## src/rtl/seq_multiplier.sv

```systemverilog
// -----------------------------------------------------------------------------
// seq_multiplier
//   Shift-and-add sequential multiplier. One multiplier bit is consumed per
//   clock, LSB first, so a multiply always takes DW cycles in RUN. It then
//   spends one cycle in DONE, where the registered product is published with a
//   single-cycle ready pulse.
//
//   Optional feature: define MULT_SIGNED_EN to treat the operands as two's
//   complement. The operand magnitudes are multiplied and the result is
//   negated on entry to DONE when the operand signs differ. Latency does not
//   change. Without the macro the block is purely unsigned.
//
// Parameters
//   DW            operand width in bits (product is 2*DW bits)
//
// Ports
//   clk           rising-edge clock
//   rst           asynchronous active-high reset
//   start         begin a multiply (sampled only in IDLE)
//   multiplicand  operand A, captured on the edge that accepts start
//   multiplier    operand B, captured on the edge that accepts start
//   product       registered result, held until the next accepted start
//   ready         one-cycle pulse while product is fresh (DONE state)
//   busy          high in RUN and DONE
// -----------------------------------------------------------------------------
module seq_multiplier #(
    parameter int DW = 16
) (
    input  logic              clk,
    input  logic              rst,
    input  logic              start,
    input  logic [DW-1:0]     multiplicand,
    input  logic [DW-1:0]     multiplier,
    output logic [2*DW-1:0]   product,
    output logic              ready,
    output logic              busy
);

    localparam int CW = (DW > 1) ? $clog2(DW) : 1;

    typedef enum logic [1:0] {
        IDLE = 2'd0,
        RUN  = 2'd1,
        DONE = 2'd2
    } state_e;

    state_e            state_q, state_d;
    logic [CW-1:0]     cnt_q, cnt_d;
    logic [2*DW-1:0]   mcand_q, mcand_d;    // shifts left, so needs 2*DW bits
    logic [DW-1:0]     mplier_q, mplier_d;  // shifts right, bit 0 is current bit
    logic [2*DW-1:0]   acc_q, acc_d;
    logic [2*DW-1:0]   product_q, product_d;
    logic              ready_q, ready_d;

    logic              last_bit;
    logic [2*DW-1:0]   acc_sum;
    logic [2*DW-1:0]   result;
    logic [DW-1:0]     a_mag;
    logic [DW-1:0]     b_mag;

`ifdef MULT_SIGNED_EN
    logic              neg_q, neg_d;

    // Magnitudes of the most negative value wrap to themselves, which is the
    // correct unsigned magnitude at DW bits.
    assign a_mag  = multiplicand[DW-1] ? (~multiplicand + 1'b1) : multiplicand;
    assign b_mag  = multiplier[DW-1]   ? (~multiplier + 1'b1)   : multiplier;
    assign result = neg_q ? (~acc_sum + 1'b1) : acc_sum;
`else
    assign a_mag  = multiplicand;
    assign b_mag  = multiplier;
    assign result = acc_sum;
`endif

    assign last_bit = (cnt_q == CW'(DW - 1));
    // The final RUN cycle's partial product must be included in the result,
    // so DONE is loaded from the sum rather than from acc_q.
    assign acc_sum  = acc_q + (mplier_q[0] ? mcand_q : '0);

    // ---------------------------------------------------------------- state reg
    // NOTE: sequential state uses non-blocking assignments so every flop
    // samples pre-edge values regardless of block ordering.
    always_ff @(posedge clk or posedge rst) begin
        if (rst) begin
            state_q   <= IDLE;
            cnt_q     <= '0;
            mcand_q   <= '0;
            mplier_q  <= '0;
            acc_q     <= '0;
            product_q <= '0;
            ready_q   <= 1'b0;
        end else begin
            state_q   <= state_d;
            cnt_q     <= cnt_d;
            mcand_q   <= mcand_d;
            mplier_q  <= mplier_d;
            acc_q     <= acc_d;
            product_q <= product_d;
            ready_q   <= ready_d;
        end
    end

`ifdef MULT_SIGNED_EN
    always_ff @(posedge clk or posedge rst) begin
        if (rst) neg_q <= 1'b0;
        else     neg_q <= neg_d;
    end
`endif

    // --------------------------------------------------------------- next state
    // NOTE: every combinational output gets a default first, so no path
    // leaves a signal unassigned and no latch is inferred.
    always_comb begin
        state_d = state_q;
        unique case (state_q)
            IDLE:    if (start) state_d = RUN;
            RUN:     if (last_bit) state_d = DONE;
            DONE:    state_d = IDLE;
            default: state_d = IDLE;
        endcase
    end

    // ----------------------------------------------------------------- datapath
    always_comb begin
        cnt_d     = cnt_q;
        mcand_d   = mcand_q;
        mplier_d  = mplier_q;
        acc_d     = acc_q;
        product_d = product_q;
`ifdef MULT_SIGNED_EN
        neg_d     = neg_q;
`endif
        unique case (state_q)
            IDLE: begin
                if (start) begin
                    mcand_d  = {{DW{1'b0}}, a_mag};
                    mplier_d = b_mag;
                    acc_d    = '0;
                    cnt_d    = '0;
`ifdef MULT_SIGNED_EN
                    neg_d    = multiplicand[DW-1] ^ multiplier[DW-1];
`endif
                end
            end
            RUN: begin
                acc_d    = acc_sum;
                mcand_d  = mcand_q << 1;
                mplier_d = mplier_q >> 1;
                cnt_d    = cnt_q + 1'b1;
                if (last_bit) product_d = result;
            end
            default: ;
        endcase
    end

    // ------------------------------------------------------------------ outputs
    always_comb begin
        ready_d = (state_q == RUN) && last_bit;
        busy    = (state_q != IDLE);
        ready   = ready_q;
        product = product_q;
    end

endmodule

```

## config.mk

```make
export PLATFORM = sky130hd
export DESIGN_NAME = seq_multiplier
export DESIGN_NICKNAME = d
export VERILOG_FILES = /design/src/rtl/seq_multiplier.sv
export SDC_FILE = /design/constraint.sdc
export NUM_CORES = 1
export LEC_CHECK = 0
export ABC_AREA = 1
export BUFFER_PORTS_ARGS = -buffer_cell sky130_fd_sc_hd__buf_2
export CORE_AREA = 2 2 130 132
export CTS_CLUSTER_DIAMETER = 80
export DETAILED_ROUTE_END_ITERATION = 6
export DIE_AREA = 0 0 132 134
export HOLD_SLACK_MARGIN = 0.06
export PLACE_DENSITY_LB_ADDON = 0.08
export REMOVE_ABC_BUFFERS = 1
export SLEW_MARGIN = 5
export SYNTH_ARGS = -nofsm -noshare
export SYNTH_HDL_FRONTEND = slang
export SYNTH_SLANG_ARGS = --single-unit
export TNS_END_PERCENT = 100
```

## constraint.sdc

```tcl
create_clock -name clk -period 7 [get_ports clk]
set_input_delay 1.4 -clock clk [delete_from_list [all_inputs] [get_ports clk]]
set_output_delay 1.4 -clock clk [all_outputs]
set_load 0.02 [all_outputs]
```

* Word level (Yosys, flattened, before mapping)
Cells that the tools add are included.
Operators by class: equal/unequal tests 4, reductions and logical operators 7, add/subtract/negate cells 2, mux-type cells 12
Operators with widths (number):
- $pmux 32 s2 | 2
- $mux 32 | 3
- $add 32x32->32 | 1
- $pmux 16 s2 | 1
- $mux 16 | 1
- $pmux 4 s2 | 1
- $reduce_and 2->1 | 3
- $add 4x1->4 const B | 1
- $eq 4x4->1 const B | 1
- $mux 2 | 2
- $mux 4 | 1
- $ne 2x2->1 const B | 2
- $pmux 2 s2 | 1
- $reduce_bool 2->1 | 2
- $eq 2x1->1 const B | 1
- $logic_not 2->1 | 1
- $logic_and 1x1->1 | 1
Storage, ports and cells: output and inout bits 34, register bits 119

* Longest topological paths before layout
depth after elaboration 3, gate-level depth with buffers 16, mapped depth without buffers 14

* Least setup slack after synthesis
Ideal clock, no wire load.
path kind flip-flop to output port, from register state_q[0], to output busy, cell stages (with the launch flop) 4, buffers on the path 1, required time 5600 ps, slack 4586 ps, arrival time 1014 ps, path through dfrtp_1 > nor2_4 > clkbuf_1 > inv_1
Between the ends: word-level cells in the longest chain between the ends 1
Ends and longest elaborated chain:
- start, declared | RTL line 47 | state_e state_q, state_d;
- start signal, assigned | RTL line 93 | state_q <= state_d;
- $reduce_bool 2->1 | RTL line 159 | busy = (state_q != IDLE);
- end, declared | RTL line 36 | output logic busy
Every way passes these cells.

* Worst setup path in the final report
from register state_q[0], to register mcand_q[14]
Between the ends: word-level cells in the longest chain between the ends 3, elaborated cells on any way between the ends 6, classes of those cells eq/ne: 2; mux: 1; reduce/logical: 3
Ends and longest elaborated chain:
- $eq 2x1->1 or $logic_not 2->1 (tied branches) | RTL line 133 | unique case (state_q)
- $reduce_bool 2->1 (no line) or $ne 2x2->1 (tied branches)
- $reduce_and 2->1 (no line)
- end signal, assigned | RTL line 95 | mcand_q <= mcand_d;
- end, declared | RTL line 49 | logic [2*DW-1:0] mcand_q, mcand_d;
Several ways; a longest one is shown, not always the timed one. A chain may end at the register's enable or synchronous reset.

==> key figures <==
Floorplanning
  – I/O pin count: about 70
  – Die Wd: 132 microns
  – Die area: 17700 sq um
  – Num rows: 47
  – Core box area: roughly 16000 sq um
  – Die height: 134 microns
  – Initial Util: between 40 and 50%

Logic synthesis
  – Xor-xnor portion of the synthesized cell area: 1.81%
  – Flops & latches, synth: 119
  – Post-synthesis compound-gate area fraction: 8.45%
  – Largest cells by area after synthesis: dfrtp_1 41%, nand2_1 22%, inv_1 9.3%
  – Post-synthesis simple-gate area fraction: roughly 31%
  – Mapped cell area: 7260 sq um
  – Largest family of logic cells by synthesized area: simple AND/OR/NAND/NOR gates
  – Instance count of the mapped netlist: between 1k and 1.5k
  – Ys flop type: dfrtp_1
  – Avg Inst Size Synth: 6.99 sq um
  – Post-synthesis mux area share: less than 1%
  – Asr flop ratio synth: 100%
  – Area share of fa/ha/maj cells after synthesis: 5.79%
  – Largest area contributor in the netlist: dfrtp_1
  – Register area share after synthesis: around two fifths
  – Synth warn: 0
  – Yosys cell types: 35
  – EDFF count, synth: 0
  – Most common cell in the synthesized netlist: nand2_1
  – Synth top area share: 41.0%
  – Most frequent cells after synthesis: 416 x nand2_1, 180 x inv_1, 119 x dfrtp_1

Setup path
  – Critical Path Fanout Max: between 50 and 60
  – Crit-path cells: inv_2 > nor2_4 > buf_4 > inv_2 > nand2_2 > inv_2 > nand2_1 > o211ai_1
  – Highest-delay cell along the critical path: inv_2
  – FF-to-FF path depth: 8
  – Worst setup EP type: flop
  – Critical path class: reg2reg
  – CP Launch Type: flop
  – Reg2Reg Launch Point: state_q[0]
  – CP peak stage delay: 0.96 ns
  – CP dominant cell by count: inv_2
  – WP data required: 7.34 ns
  – FF-to-FF End: mcand_q[14]
  – FF-to-FF setup slack: 3.53 ns
  – Crit path DAT: between 3 and 4 ns

Global routing
  – Vias in the first global route: 6018
  – Total Routing Usage GR: 22.2%
  – First-pass GRT wire length: 31.0 mm
  – Initial antenna violation count: 0
  – Grt ovf: 0
  – Largest net degree at the start of global routing: 79

STA
  – Unrepaired setup endpoints after global routing: false
  – Rel. slew slack: 29.3%
  – Clk_skew: 0.00726 ns
  – FMAX: 288 MHz
  – Post-route minimum period: 3.47 ns
  – Final hold vios: 0
  – Slew Limit Fails: 0
  – Setup Viol. Count Final: 0
  – Final worst setup slack: between 3 and 4 ns
  – Worst slew pin tran: 1.06 ns
  – Final TNS setup: 0 ns
  – Period utilization: 49.6%

Place
  – Post-place setup slack: about 3.2 ns
  – Hpwl dp: 12.9 mm
  – DP Cell Count: between 1k and 1.5k
  – Routability Congestion: a little over 0.9
  – IO Port Bufs: 68
  – DP Area: 7750 sq um

Clock network
  – CTS tree: yes
  – Clock sinks: 119
  – H-tree levels: 4
  – Worst-skew pair later-pin latency: 0.43 ns
  – Setup bufs post-CTS: 0
  – Resize count post-CTS: 0
  – CTS clk-pin slew, worst paths: 0.06 ns
  – Clock buffer depth: 2
  – Cts hold-fix bufs: 0
  – CTS root buf: clkbuf_16
  – Inserted Clock Buffers: 17

Power
  – Leakage power: 4.90 nW
  – Reg power frac: around 30%
  – Switch share: 46.7%
  – Psw: 1.96 mW
  – Power density cells: 506 nW/um^2
  – Total Power: 4.20 mW
  – Clock network fraction of total power: 19.4%
  – Cell internal pwr: 2.24 mW
  – Logic pwr share: around 50%
  – Maximum VDD drop: approximately 0.24 mV

Cells and area
  – Area delta synth->final: 14.2%
  – Share of cells above drive strength 1: 10.7%
  – Layout Nets: between 1k and 1.5k
  – Post-route cell area: 8290 sq um
  – Antenna Cells: 0
  – Fill cells: 1707
  – Layout Cells excl Fill: ~1.3k

Drt
  – Wirelength, routed: between 15 and 20 mm
  – Vias/cell: between 4 and 5
  – ANT nets after route: 0
  – WL met3: 717 microns
  – 1st-pass router iterations: 6
  – Metal1 wirelength: 9.73 mm
  – Total number of vias: 6335
  – DRC Markers: 0
  – Avg WL per Cell: 13.9 microns
  – DRT iter0 DRCs: 405
  – Met2 WL: 7.65 mm
  – Top layer used by detailed routing: met4

Min path
  – Cells on Worst Hold Path: 2
  – WHS Endpoint: product[0]
  – Worst Hold Launch: product[0]
  – HP Class: reg2reg

Run
  – Max_cap viols: 0

Status
  – Status: completed
## worst max path at each step
stage	startpoint	endpoint	slack [ns]
global placement	start	acc_q[8]	3.31
finish	state_q[0]	mcand_q[14]	3.53
CTS	state_q[0]	mcand_q[14]	3.44
global route	state_q[0]	mplier_q[4]	3.09
detailed placement	start	acc_q[7]	3.24
floorplan	rst	acc_q[0]	2.44
## cell usage in the layout, fill, tap and decap left out, types with 2 or more instances in the layout
master	n
a22o_1	9
dfrtp_1	119
inv_2	6
o21ai_0	7
clkbuf_16	17
nand2_2	2
nand4_1	2
nand3_1	78
o221ai_1	8
buf_4	2
nor2_1	48
clkinvlp_4	5
o21ai_1	5
inv_1	179
ha_1	32
nand3b_1	4
nand2_1	416
clkbuf_8	3
nand3_2	2
xor2_1	14
nor3_1	3
o211ai_1	7
o22ai_1	22
buf_2	68
a22oi_1	7
a21oi_1	21
inv_6	2
nor2_4	3
clkinv_2	4
## flip-flops by register name, indices dropped and copies added (netlist names)
signal / cells
ready: 1
state_q: 2
mcand_q: 32
acc_q: 32
product: 32
mplier_q: 16
cnt_q: 4
## layer usage
layer / GRT usage (%) / vias to the layer above
met3: 3.10 / 19
met1: 33.6 / 2864
li1: - / 3341
met2: 32.5 / 111
met4: 7.31 / 0
met5: 0 / -
## layout make-up
cell class / count / area (sq um) / share of cell area, %
sequential: 119 / 2980 / 35.9
multi-input combinational: 700 / 3440 / 41.5
tap: 220 / 275 / 3.32
timing repair buffer: 70 / 355 / 4.29
clock buffer: 20 / 467 / 5.63
inverter: 186 / 701 / 8.45
clock inverter: 11 / 75.1 / 0.906
## power groups by stage
| stage | clock network [mW] | registers [mW] | logic [mW] |
|---|---|---|---|
| 6_report | 0.813 | 1.25 | 2.14 |
| 3_5_place_dp | 0 | 1.25 | 2.15 |
| 4_1_cts | 0.825 | 1.25 | 2.15 |
| 2_1_floorplan | 0 | 1.31 | 1.49 |
| 3_3_place_gp | 0 | 1.25 | 2.11 |
| 5_1_grt | 0.855 | 1.29 | 2.45 |
## cells by family (layout without fill, tap and decap cells)
family,Yosys count,in the layout
DFF,119,119
and+or+nand+nor,559,559
muxes,1,1
buffers and inverters,219,287
adders and majority gates,33,33
xor gates and xnor gates,15,15
AOI/OAI and AO/OA,92,92
## through the flow
step                util [%]  hold slack (ns)
floorplan                  -            0.446
global placement        47.6            0.451
detailed placement      47.6            0.454
CTS                     50.9            0.468
global route            50.9            0.488
finish                  50.9            0.465
## worst max-delay path, delay by kind of cell (launching register included)
kind / cells / cell delay [ns]
compound gates: 1 / 0.12
buf+inv: 4 / 2.01
simple gates: 3 / 0.82
flops: 1 / 0.41
No activity file was read; power rests on OpenSTA's default activity.
